## src/rtl/mem_arbiter.sv

```systemverilog
// mem_arbiter: shares one word-wide unified memory between a 4-beat icache fill port and a single-word dcache port.
module mem_arbiter #(
  parameter bit DCACHE_FIRST = 1'b1
) (
  input  logic         CLK,
  input  logic         RESET,
  input  logic         I_READ,
  input  logic [5:0]   I_ADDRESS,
  output logic [127:0] I_READDATA,
  output logic         I_BUSYWAIT,
  input  logic         D_READ,
  input  logic         D_WRITE,
  input  logic [5:0]   D_ADDRESS,
  input  logic [31:0]  D_WRITEDATA,
  output logic [31:0]  D_READDATA,
  output logic         D_BUSYWAIT,
  output logic         MEM_READ,
  output logic         MEM_WRITE,
  output logic [8:0]   MEM_ADDRESS,
  output logic [31:0]  MEM_WRITEDATA,
  input  logic [31:0]  MEM_READDATA,
  input  logic         MEM_BUSYWAIT
);
  typedef enum logic [2:0] {IDLE, I_REQ, I_GAP, I_DONE, D_REQ, D_DONE} state_t;
  state_t state, state_n;
  logic [1:0] beat;
  logic [5:0] i_addr, d_addr;
  logic [31:0] wdata;
  logic d_wr, d_req, grant_d;
  assign d_req = D_READ | D_WRITE;
  assign grant_d = d_req & (DCACHE_FIRST | ~I_READ);
  assign I_BUSYWAIT = I_READ & (state != I_DONE);
  assign D_BUSYWAIT = d_req & (state != D_DONE);
  // REQ states are only ever entered from IDLE or I_GAP, so being in REQ at an edge
  // means the strobe was already high for the whole preceding cycle
  assign MEM_READ = (state == I_REQ) | ((state == D_REQ) & ~d_wr);
  assign MEM_WRITE = (state == D_REQ) & d_wr;
  assign MEM_ADDRESS = (state == I_REQ) ? {1'b0, i_addr, beat} :
                       (state == D_REQ) ? {3'b100, d_addr} : 9'd0;
  assign MEM_WRITEDATA = MEM_WRITE ? wdata : 32'd0;
  always_comb begin
    state_n = state;
    case (state)
      IDLE:    state_n = grant_d ? D_REQ : I_READ ? I_REQ : IDLE;
      I_REQ:   state_n = MEM_BUSYWAIT ? I_REQ : (beat == 2'd3) ? I_DONE : I_GAP;
      I_GAP:   state_n = I_REQ;
      D_REQ:   state_n = MEM_BUSYWAIT ? D_REQ : D_DONE;
      default: state_n = IDLE;
    endcase
  end
  always_ff @(posedge CLK) begin
    if (RESET) begin
      state <= IDLE;
      beat <= 2'd0;
      i_addr <= 6'd0;
      d_addr <= 6'd0;
      d_wr <= 1'b0;
      wdata <= 32'd0;
      I_READDATA <= 128'd0;
      D_READDATA <= 32'd0;
    end else begin
      state <= state_n;
      if (state == IDLE && state_n == D_REQ) begin
        d_addr <= D_ADDRESS;
        d_wr <= D_WRITE;
        wdata <= D_WRITEDATA;
      end
      if (state == IDLE && state_n == I_REQ) begin
        i_addr <= I_ADDRESS;
        beat <= 2'd0;
      end
      if (state == I_REQ && !MEM_BUSYWAIT) begin
        I_READDATA[{beat, 5'd0} +: 32] <= MEM_READDATA;
        if (beat != 2'd3) beat <= beat + 2'd1;
      end
      if (state == D_REQ && !MEM_BUSYWAIT && !d_wr) D_READDATA <= MEM_READDATA;
    end
  end
endmodule

```

## config.mk

```make
export PLATFORM = sky130hd
export DESIGN_NAME = mem_arbiter
export DESIGN_NICKNAME = d
export VERILOG_FILES = /design/src/rtl/mem_arbiter.sv
export SDC_FILE = /design/constraint.sdc
export NUM_CORES = 1
export LEC_CHECK = 0
export CAP_MARGIN = 30
export CORE_MARGIN = 10
export CORE_UTILIZATION = 45
export DETAILED_ROUTE_END_ITERATION = 16
export MAX_ROUTING_LAYER = met4
export PLACE_DENSITY = 0.79
export RECOVER_POWER = 100
export SLEW_MARGIN = 10
export SYNTH_ARGS = -nofsm -noshare
export SYNTH_HDL_FRONTEND = slang
export SYNTH_SLANG_ARGS = --single-unit
```

## constraint.sdc

```tcl
create_clock -name CLK -period 2.2 [get_ports CLK]
set_input_delay 0.44 -clock CLK [delete_from_list [all_inputs] [get_ports CLK]]
set_output_delay 0.44 -clock CLK [all_outputs]
set_load 0.1 [all_outputs]
```

# Word level (Yosys, flattened, before mapping)
# Index checks and enable logic that the tools add are counted.
# Widths: inputs -> output; s select.
[classes]
n_reduce_logical = 8
addsub = 2
shifts = 2
mux = 13
n_bitwise = 7
n_eq_ne = 9
[op_table]
columns = ["operator", "count"]
rows = [
  ["$bwmux 128", 1],
  ["$shift 32x9->128 const A", 1],
  ["$shiftx 32x9->128", 1],
  ["$mux 32", 1],
  ["$mux 9", 2],
  ["$pmux 3 s4", 1],
  ["$neg 7->9", 1],
  ["$mux 2", 4],
  ["$eq 3x1->1 const B", 2],
  ["$eq 3x3->1 const B", 2],
  ["$logic_and 1x1->1", 5],
  ["$and 1x1->1", 4],
  ["$eq 3x2->1 const B", 1],
  ["$logic_not 3->1", 1],
  ["$mux 1", 3],
  ["$mux 3", 1],
  ["$ne 3x2->1 const B", 1],
  ["$ne 3x3->1 const B", 1],
  ["$add 2x1->2 const B", 1],
  ["$eq 2x2->1 const B", 1],
  ["$logic_not 1->1", 2],
  ["$ne 2x2->1 const B", 1],
  ["$or 1x1->1", 2],
  ["$not 1->1", 1],
]
[word_totals]
inputBits = 82
register_bits = 210

# Longest topological paths before layout
# Gate-level depths: netlist of the first run.
[logic_depth]
word_depth = 9
ltp_mapped = 7

# Least setup slack after synthesis of the first run
# Ideal clock, no wire load.
[synth_path]
path_type = "register -> output"
start = "register state[1]"
end = "output MEM_WRITEDATA[23]"
n_path_buf = 2
path_stages_with_launch = 6
arrival_ps = 2851
setup_slack_ps = -1091
cell_sequence = "dfxtp_1 buf_4 or3b_4 inv_1 clkbuf_1 and3_1"
[synth_between]
elab_chain_len = 3
[synth_rtl]
columns = ["item", "line_no", "rtl"]
rows = [
  ["from (decl)", "25", "state_t state, state_n;"],
  ["from (signal assigned)", "62", "state <= state_n;"],
  ["$eq 3x3->1", "37", "assign MEM_WRITE = (state == D_REQ) & d_wr;"],
  ["$and 1x1->1", "37", ""],
  ["$mux 32", "40", "assign MEM_WRITEDATA = MEM_WRITE ? wdata : 32'd0;"],
  ["to (decl)", "20", "output logic [31:0] MEM_WRITEDATA,"],
]
# No other way between the ends.

# Worst setup path in the final report of the first run
[layout_path]
start = "register state[0]"
end = "output MEM_WRITEDATA[24]"
# Same word-level chain as after synthesis.

==> flow_metrics.py, run 1 <==
metrics = {
    "placed_design": {
        "place_congestion": 0.823,
        "io_buffers": 286,
        "dp_cells": 1464,
        "hpwl_um": 20800,
    },
    "power": {
        "peakVddDrop_mv": 0.615,
        "p_per_area_mw_per_mm2": 813,
        "power.leakage_uw": 0.00481,
    },
    "synth": {
        "synthTopCellsByArea": "dfxtp_1 (53%), nand2_1 (13%), a21oi_1 (13%)",
        "ys_types": 32,
        "yosysSeqAreaShare": 0.526,
        "synth-edff-count": 0,
        "syn_nets": 1089,
        "yosys.cell_count.top_type": "nand2_1",
        "synth_area_per_cell_um2": 7.98,
        "ys.flop_type": "dfxtp_1",
        "synth.ff_latch_count": 210,
        "synth_top_area_frac": 0.526,
        "yosysWarningCount": 0,
        "syn_inst": 1001,
        "netlist_area_mm2": 0.00799,
        "async_flop_share": 0,
        "yosysTopAreaCell": "dfxtp_1",
        "synth_common_cells": "nand2_1 (277), dfxtp_1 (210), a21oi_1 (204), nand3_1 (132), clkbuf_1 (62)",
    },
    "route": {
        "avgRoutedWirePerCell_um": 19.6,
        "detail_route.vias_per_cell": 5.43,
        "drt-pass1-iter-count": 5,
        "postRouteAntennaNets": 0,
        "vias": 8261,
        "drc_errors": 0,
        "drtIter0Drc": 590,
        "drt-total-wl_um": 29800,
    },
    "critical_path": {
        "reg2regPathDepth": 6,
        "worstPathMaxFanout": 5,
        "reg2reg_from": "beat[1]$_SDFF_PP0_",
        "crit_type": "register to primary output",
        "r2r-end": "I_READDATA[34]$_SDFFE_PP0P_",
        "ff2ff_setup_slack_ns": 0.20,
        "arrival_ns": 2.02,
        "cp.required_ns": 1.76,
        "startpoint_type": "register",
        "end_kind": "primary output",
    },
    "clocking": {
        "numCtsBuffers": 24,
        "root_buffer": "clkbuf_16",
        "h-tree-depth": 1,
        "path_clk_slew_ns": 0.06,
        "cts_buffer_depth": 3,
        "clkLatencyLatePin_ns": 0.51,
        "cts_sinks": 210,
        "cts_tree": "yes",
    },
    "cells_and_area": {
        "syn_to_final_growth_pct": 51.5,
        "nets": 1368,
        "drive_above_1_share": 0.272,
        "finalNonFillerCells": 1521,
        "n_antenna_cell": 0,
    },
    "sta": {
        "fin_worst_skew_ns": 0.0110,
        "fin_crit_ns": 2.46,
        "drv_slew": 0,
        "finalHoldViolCount": 0,
        "holdWs_ns": 0.336,
        "fin_crit_sh": 1.12,
        "slew_headroom": 0.576,
        "layout_setup_ws_ns": -0.258,
        "tns_ns": -8.13,
        "worstMarginPinSlew_ns": 0.636,
        "finalSetupViolations": 42,
        "rsz0062_at_grt": "yes",
        "fmax_mhz": 407,
    },
    "global_routing": {
        "track_usage": 0.242,
        "gr-total-overflow": 0,
        "grt_pass1_vias": 7887,
        "grt_pass1_wl_um": 45500,
        "grt_antenna_before_repair": 0,
        "grt_start_max_net_pins": 47,
    },
    "hold_path": {
        "hold_path_class": "input pin to register",
        "holdPathEnd": "I_READDATA[84]$_SDFFE_PP0P_",
        "min_from": "RESET",
        "holdPathStages": 2,
    },
    "floorplan": {
        "rows": 48,
        "ios": 287,
        "die_h_um": 153,
        "start_util": 0.460,
        "coreArea_mm2": 0.0174,
        "die_area_mm2": 0.0235,
        "die_w_um": 153,
    },
    "run": {
        "cap_violations": 0,
    },
    "status": {
        "violations": "negative setup slack",
        "run_status": "complete, but fails checks",
    },
}
## registers in the layout (all words and copies together) (netlist names)
name        count
I_READDATA    128
D_READDATA     32
wdata          32
d_addr          6
i_addr          6
state           3
beat            2
d_wr            1
## routing by layer
layer  vias up  routed length [um]  track usage  share of wire
li1       3923                   -            -              -
met1      3905               11900        0.291           0.40
met2       372               14600        0.389           0.49
met3        61                2430       0.0623          0.082
met4         0                 871       0.0763          0.029
met5         -                   0            -              0
## stage by stage
step	cell area, um2	util	power, uW	setup WS [ns]
after global placement	11400	0.654	5660	-0.104
after detailed placement	11400	0.654	5680	-0.154
final	12100	0.697	9840	-0.258
after global routing	12100	0.697	10200	-0.307
after CTS	12400	0.714	9860	-0.334
after floorplan	8080	-	5060	-0.144
## cells by family (layout without fill, tap and decap cells)
kind of cell / count (synthesis) / count (layout) / synth area share
simple gates: 471 / 471 / 0.263
compound gates: 215 / 215 / 0.139
flops: 210 / 210 / 0.526
buf+inv: 93 / 388 / 0.0547
fa+ha+maj: 6 / 6 / 0.00940
mux: 6 / 6 / 0.00752
## what timing repair did
item / CTS / global route
setup endpoints to repair: 43 / 43
resized for setup: 23 / 16
hold endpoints to repair: 0 / 0
setup buffers: 6 / 6
pin swaps: 8 / 13
gates cloned: 3 / 2
hold buffers: 0 / 0
## worst max-delay path, cell delays in order (launching register included)
cell	delay (ns)
dfxtp_2	0.32
or3b_4	0.43
clkinvlp_4	0.13
buf_12	0.13
clkbuf_16	0.14
and3_4	0.19
buf_12	0.17
## final cells by class
class	count	area (um2)
Fill cell	1423	5250
Sequential cell	210	4210
Multi-Input combinational cell	698	3570
Timing Repair Buffer	343	3210
Clock buffer	36	707
Tap cell	225	282
Clock inverter	6	111
Inverter	3	15.0
## how the worst max path moves through the flow
stage | start | slack, ns | cells after the start | endpoint
global placement | MEM_BUSYWAIT | -0.10 | 5 | D_READDATA[13]$_SDFFE_PP0P_
global route | state[2]$_SDFF_PP0_ | -0.31 | 6 | MEM_WRITEDATA[29]
finish | state[0]$_SDFF_PP0_ | -0.26 | 6 | MEM_WRITEDATA[24]
CTS | state[1]$_SDFF_PP0_ | -0.33 | 7 | MEM_WRITEDATA[24]
detailed placement | MEM_BUSYWAIT | -0.15 | 5 | D_READDATA[19]$_SDFFE_PP0P_
floorplan | state[1]$_SDFF_PP0_ | -0.14 | 5 | MEM_WRITEDATA[23]
## cells in the final DEF (no fill, tap or decap), drive strengths merged, types with 2 or more instances in the layout
| cell | instances |
|---|---|
| ha | 6 |
| a21oi | 204 |
| inv | 3 |
| bufinv | 3 |
| nor2 | 8 |
| and3 | 32 |
| buf | 108 |
| nor4b | 2 |
| dfxtp | 210 |
| clkinv | 2 |
| nor3b | 5 |
| nand2 | 277 |
| clkbuf | 191 |
| a22o | 6 |
| o21ai | 2 |
| nand3 | 132 |
| mux2i | 6 |
| clkdlybuf4s50 | 80 |
| and2 | 7 |
| nor3 | 2 |
## where the power goes
group / switching (uW) / internal [uW] / leakage (uW)
combinational: 1140 / 575 / 0.00270
sequential: 74.1 / 3940 / 0.00170
clock: 1550 / 2570 / 0.000401
total: 2760 / 7080 / 0.00481
Note: power is estimated with default switching activity, not from simulation.
==> run 2, diff against run 1 <==
Settings changed: CORE_MARGIN 10 to 2.
==> run 2 against run 1 <==
  * The run still ends with negative setup slack left
  * Critical path type unchanged
  * First-iteration DRC count rose by 11%
  * Power shrank 3.8%
  * Sequential power barely moved
  * Global-route usage is 4.7 points higher
  * Final area decreased by 1.6%
  * Die area is 20% lower
==> flow_metrics.py, run 2 (synthesis results as in run 1) <==
metrics = {
    "status": {
        "run_status": "complete, but fails checks",
        "violations": "negative setup slack",
    },
    "route": {
        "postRouteAntennaNets": 0,
        "drc_errors": 0,
        "drt-pass1-iter-count": 6,
        "drtIter0Drc": 656,
        "drt-total-wl_um": 27500,
        "avgRoutedWirePerCell_um": 18.2,
        "detail_route.vias_per_cell": 5.42,
        "vias": 8193,
    },
    "critical_path": {
        "cpMostUsedCell": "buf_12",
        "path_cells": "or3b_4 -> clkinv_8 -> buf_12 -> buf_12 -> and3_4 -> buf_12",
        "reg2reg_from": "beat[1]$_SDFF_PP0_",
        "cp.required_ns": 1.76,
        "end_kind": "primary output",
        "reg2regPathDepth": 6,
        "arrival_ns": 1.96,
        "crit_family": "simple AND/OR/NAND/NOR gates",
        "worstPathMaxFanout": 9,
        "cp_num_cells": 6,
        "crit_type": "register to primary output",
        "r2r-end": "I_READDATA[110]$_SDFFE_PP0P_",
        "setup.worst_path.start": "state[0]$_SDFF_PP0_",
        "crit_buf_inv": 4,
        "setup.worst_path.end": "MEM_WRITEDATA[14]",
        "ff2ff_setup_slack_ns": 0.05,
        "slowest_stage": "or3b_4",
        "startpoint_type": "register",
        "slowest_delay_ns": 0.44,
    },
    "power": {
        "p_per_area_mw_per_mm2": 795,
        "peakVddDrop_mv": 0.582,
        "power_uw": 9470,
        "power.leakage_uw": 0.00469,
    },
    "floorplan": {
        "ios": 287,
        "die_h_um": 137,
        "die_area_mm2": 0.0188,
        "rows": 48,
        "die_w_um": 137,
        "coreArea_mm2": 0.0173,
        "start_util": 0.462,
    },
    "placed_design": {
        "place_congestion": 0.808,
        "placed_cell_area_mm2": 0.0113,
        "io_buffers": 286,
        "hpwl_um": 18000,
    },
    "clocking": {
        "cts_buffer_depth": 3,
        "numCtsBuffers": 22,
        "h-tree-depth": 1,
        "path_clk_slew_ns": 0.06,
        "cts_sinks": 210,
        "cts_tree": "yes",
        "root_buffer": "clkbuf_16",
        "clkLatencyLatePin_ns": 0.51,
    },
    "cells_and_area": {
        "regMostFlops": "I_READDATA",
        "ff_latch_area_mm2": 0.00421,
        "multi_input_area_mm2": 0.00360,
        "layout_top_registers": "I_READDATA (128), D_READDATA (32), wdata (32)",
        "drive_above_1_share": 0.267,
        "layout_common_cells": "nand2_1 (277), dfxtp_1 (208), a21oi_1 (203), clkbuf_2 (167), nand3_1 (132)",
        "final_common_cell": "nand2_1",
        "n_fill_cell": 1424,
        "n_antenna_cell": 0,
        "largest_reg_flops": 128,
        "syn_to_final_growth_pct": 49.1,
        "nets": 1360,
        "stdcell_area_mm2": 0.0119,
    },
    "sta": {
        "layout_setup_ws_ns": -0.201,
        "fin_crit_sh": 1.09,
        "finalHoldViolCount": 0,
        "drv_slew": 0,
        "holdWs_ns": 0.365,
        "fmax_mhz": 417,
        "worstMarginPinSlew_ns": 0.758,
        "fin_crit_ns": 2.40,
        "fin_worst_skew_ns": 0.00854,
        "slew_headroom": 0.494,
        "finalSetupViolations": 40,
        "rsz0062_at_grt": "yes",
    },
    "global_routing": {
        "grt_pass1_wl_um": 41700,
        "track_usage": 0.289,
        "gr-total-overflow": 0,
        "grt_start_max_net_pins": 60,
        "grt_antenna_before_repair": 0,
        "grt_pass1_vias": 7656,
    },
    "run": {
        "cap_violations": 0,
    },
    "hold_path": {
        "hold_path_class": "input pin to register",
    },
}
## run 2: power breakdown
part / switching [uW] / internal (uW) / total [uW]
sequential: 73.6 / 3940 / 4010
clock: 1510 / 2290 / 3800
combinational: 1140 / 528 / 1660
total: 2720 / 6750 / 9470
## run 2: repair_timing
item	4_1_cts	5_1_grt
pin swaps	6	4
setup endpoints to repair	43	43
buffers inserted	8	0
gates resized for setup	36	14
endpoints found under the hold margin	0	0
hold buffers	0	0
gates cloned	4	0
## run 2: routing by layer
metal,global-route usage,wire [um]
met2,0.474,13500
met3,0.0548,2270
met5,-,0
met4,0.103,818
met1,0.356,10900
## run 2: how the worst min path moves through the flow
stage	start	to	cells past startpoint
floorplan	wdata[0]$_SDFFE_PP0P_	wdata[0]$_SDFFE_PP0P_	2
global placement	wdata[7]$_SDFFE_PP0P_	wdata[7]$_SDFFE_PP0P_	2
detailed placement	I_READDATA[30]$_SDFFE_PP0P_	I_READDATA[30]$_SDFFE_PP0P_	2
CTS	RESET	i_addr[2]$_SDFFE_PP0P_	2
global route	RESET	D_READDATA[21]$_SDFFE_PP0P_	2
finish	RESET	D_READDATA[22]$_SDFFE_PP0P_	2
## run 2: area by class of cell
| cell class | count | area share |
|---|---|---|
| clock buffer | 33 | 0.0547 |
| clock inverter | 7 | 0.00809 |
| inverter | 3 | 0.00200 |
| multi-input combinational | 698 | 0.303 |
| sequential | 210 | 0.353 |
| tap | 225 | 0.0236 |
| timing repair buffer | 337 | 0.256 |
## run 2: through the flow
step	util	instances	TNS, ns	setup slack (ns)
floorplan	-	1001	-0.226	-0.144
finish	0.689	1513	-4.83	-0.201
detailed placement	0.654	1464	-4.18	-0.172
CTS	0.717	1516	-10.46	-0.280
global route	0.689	1513	-8.51	-0.245
global placement	0.654	1464	-1.70	-0.129
==> run 3, diff against run 2 <==
Settings changed: HOLD_SLACK_MARGIN set to 0.06.
==> results of run 3 <==
Same layout as run 2: the final DEF is identical, and so are final timing and power.
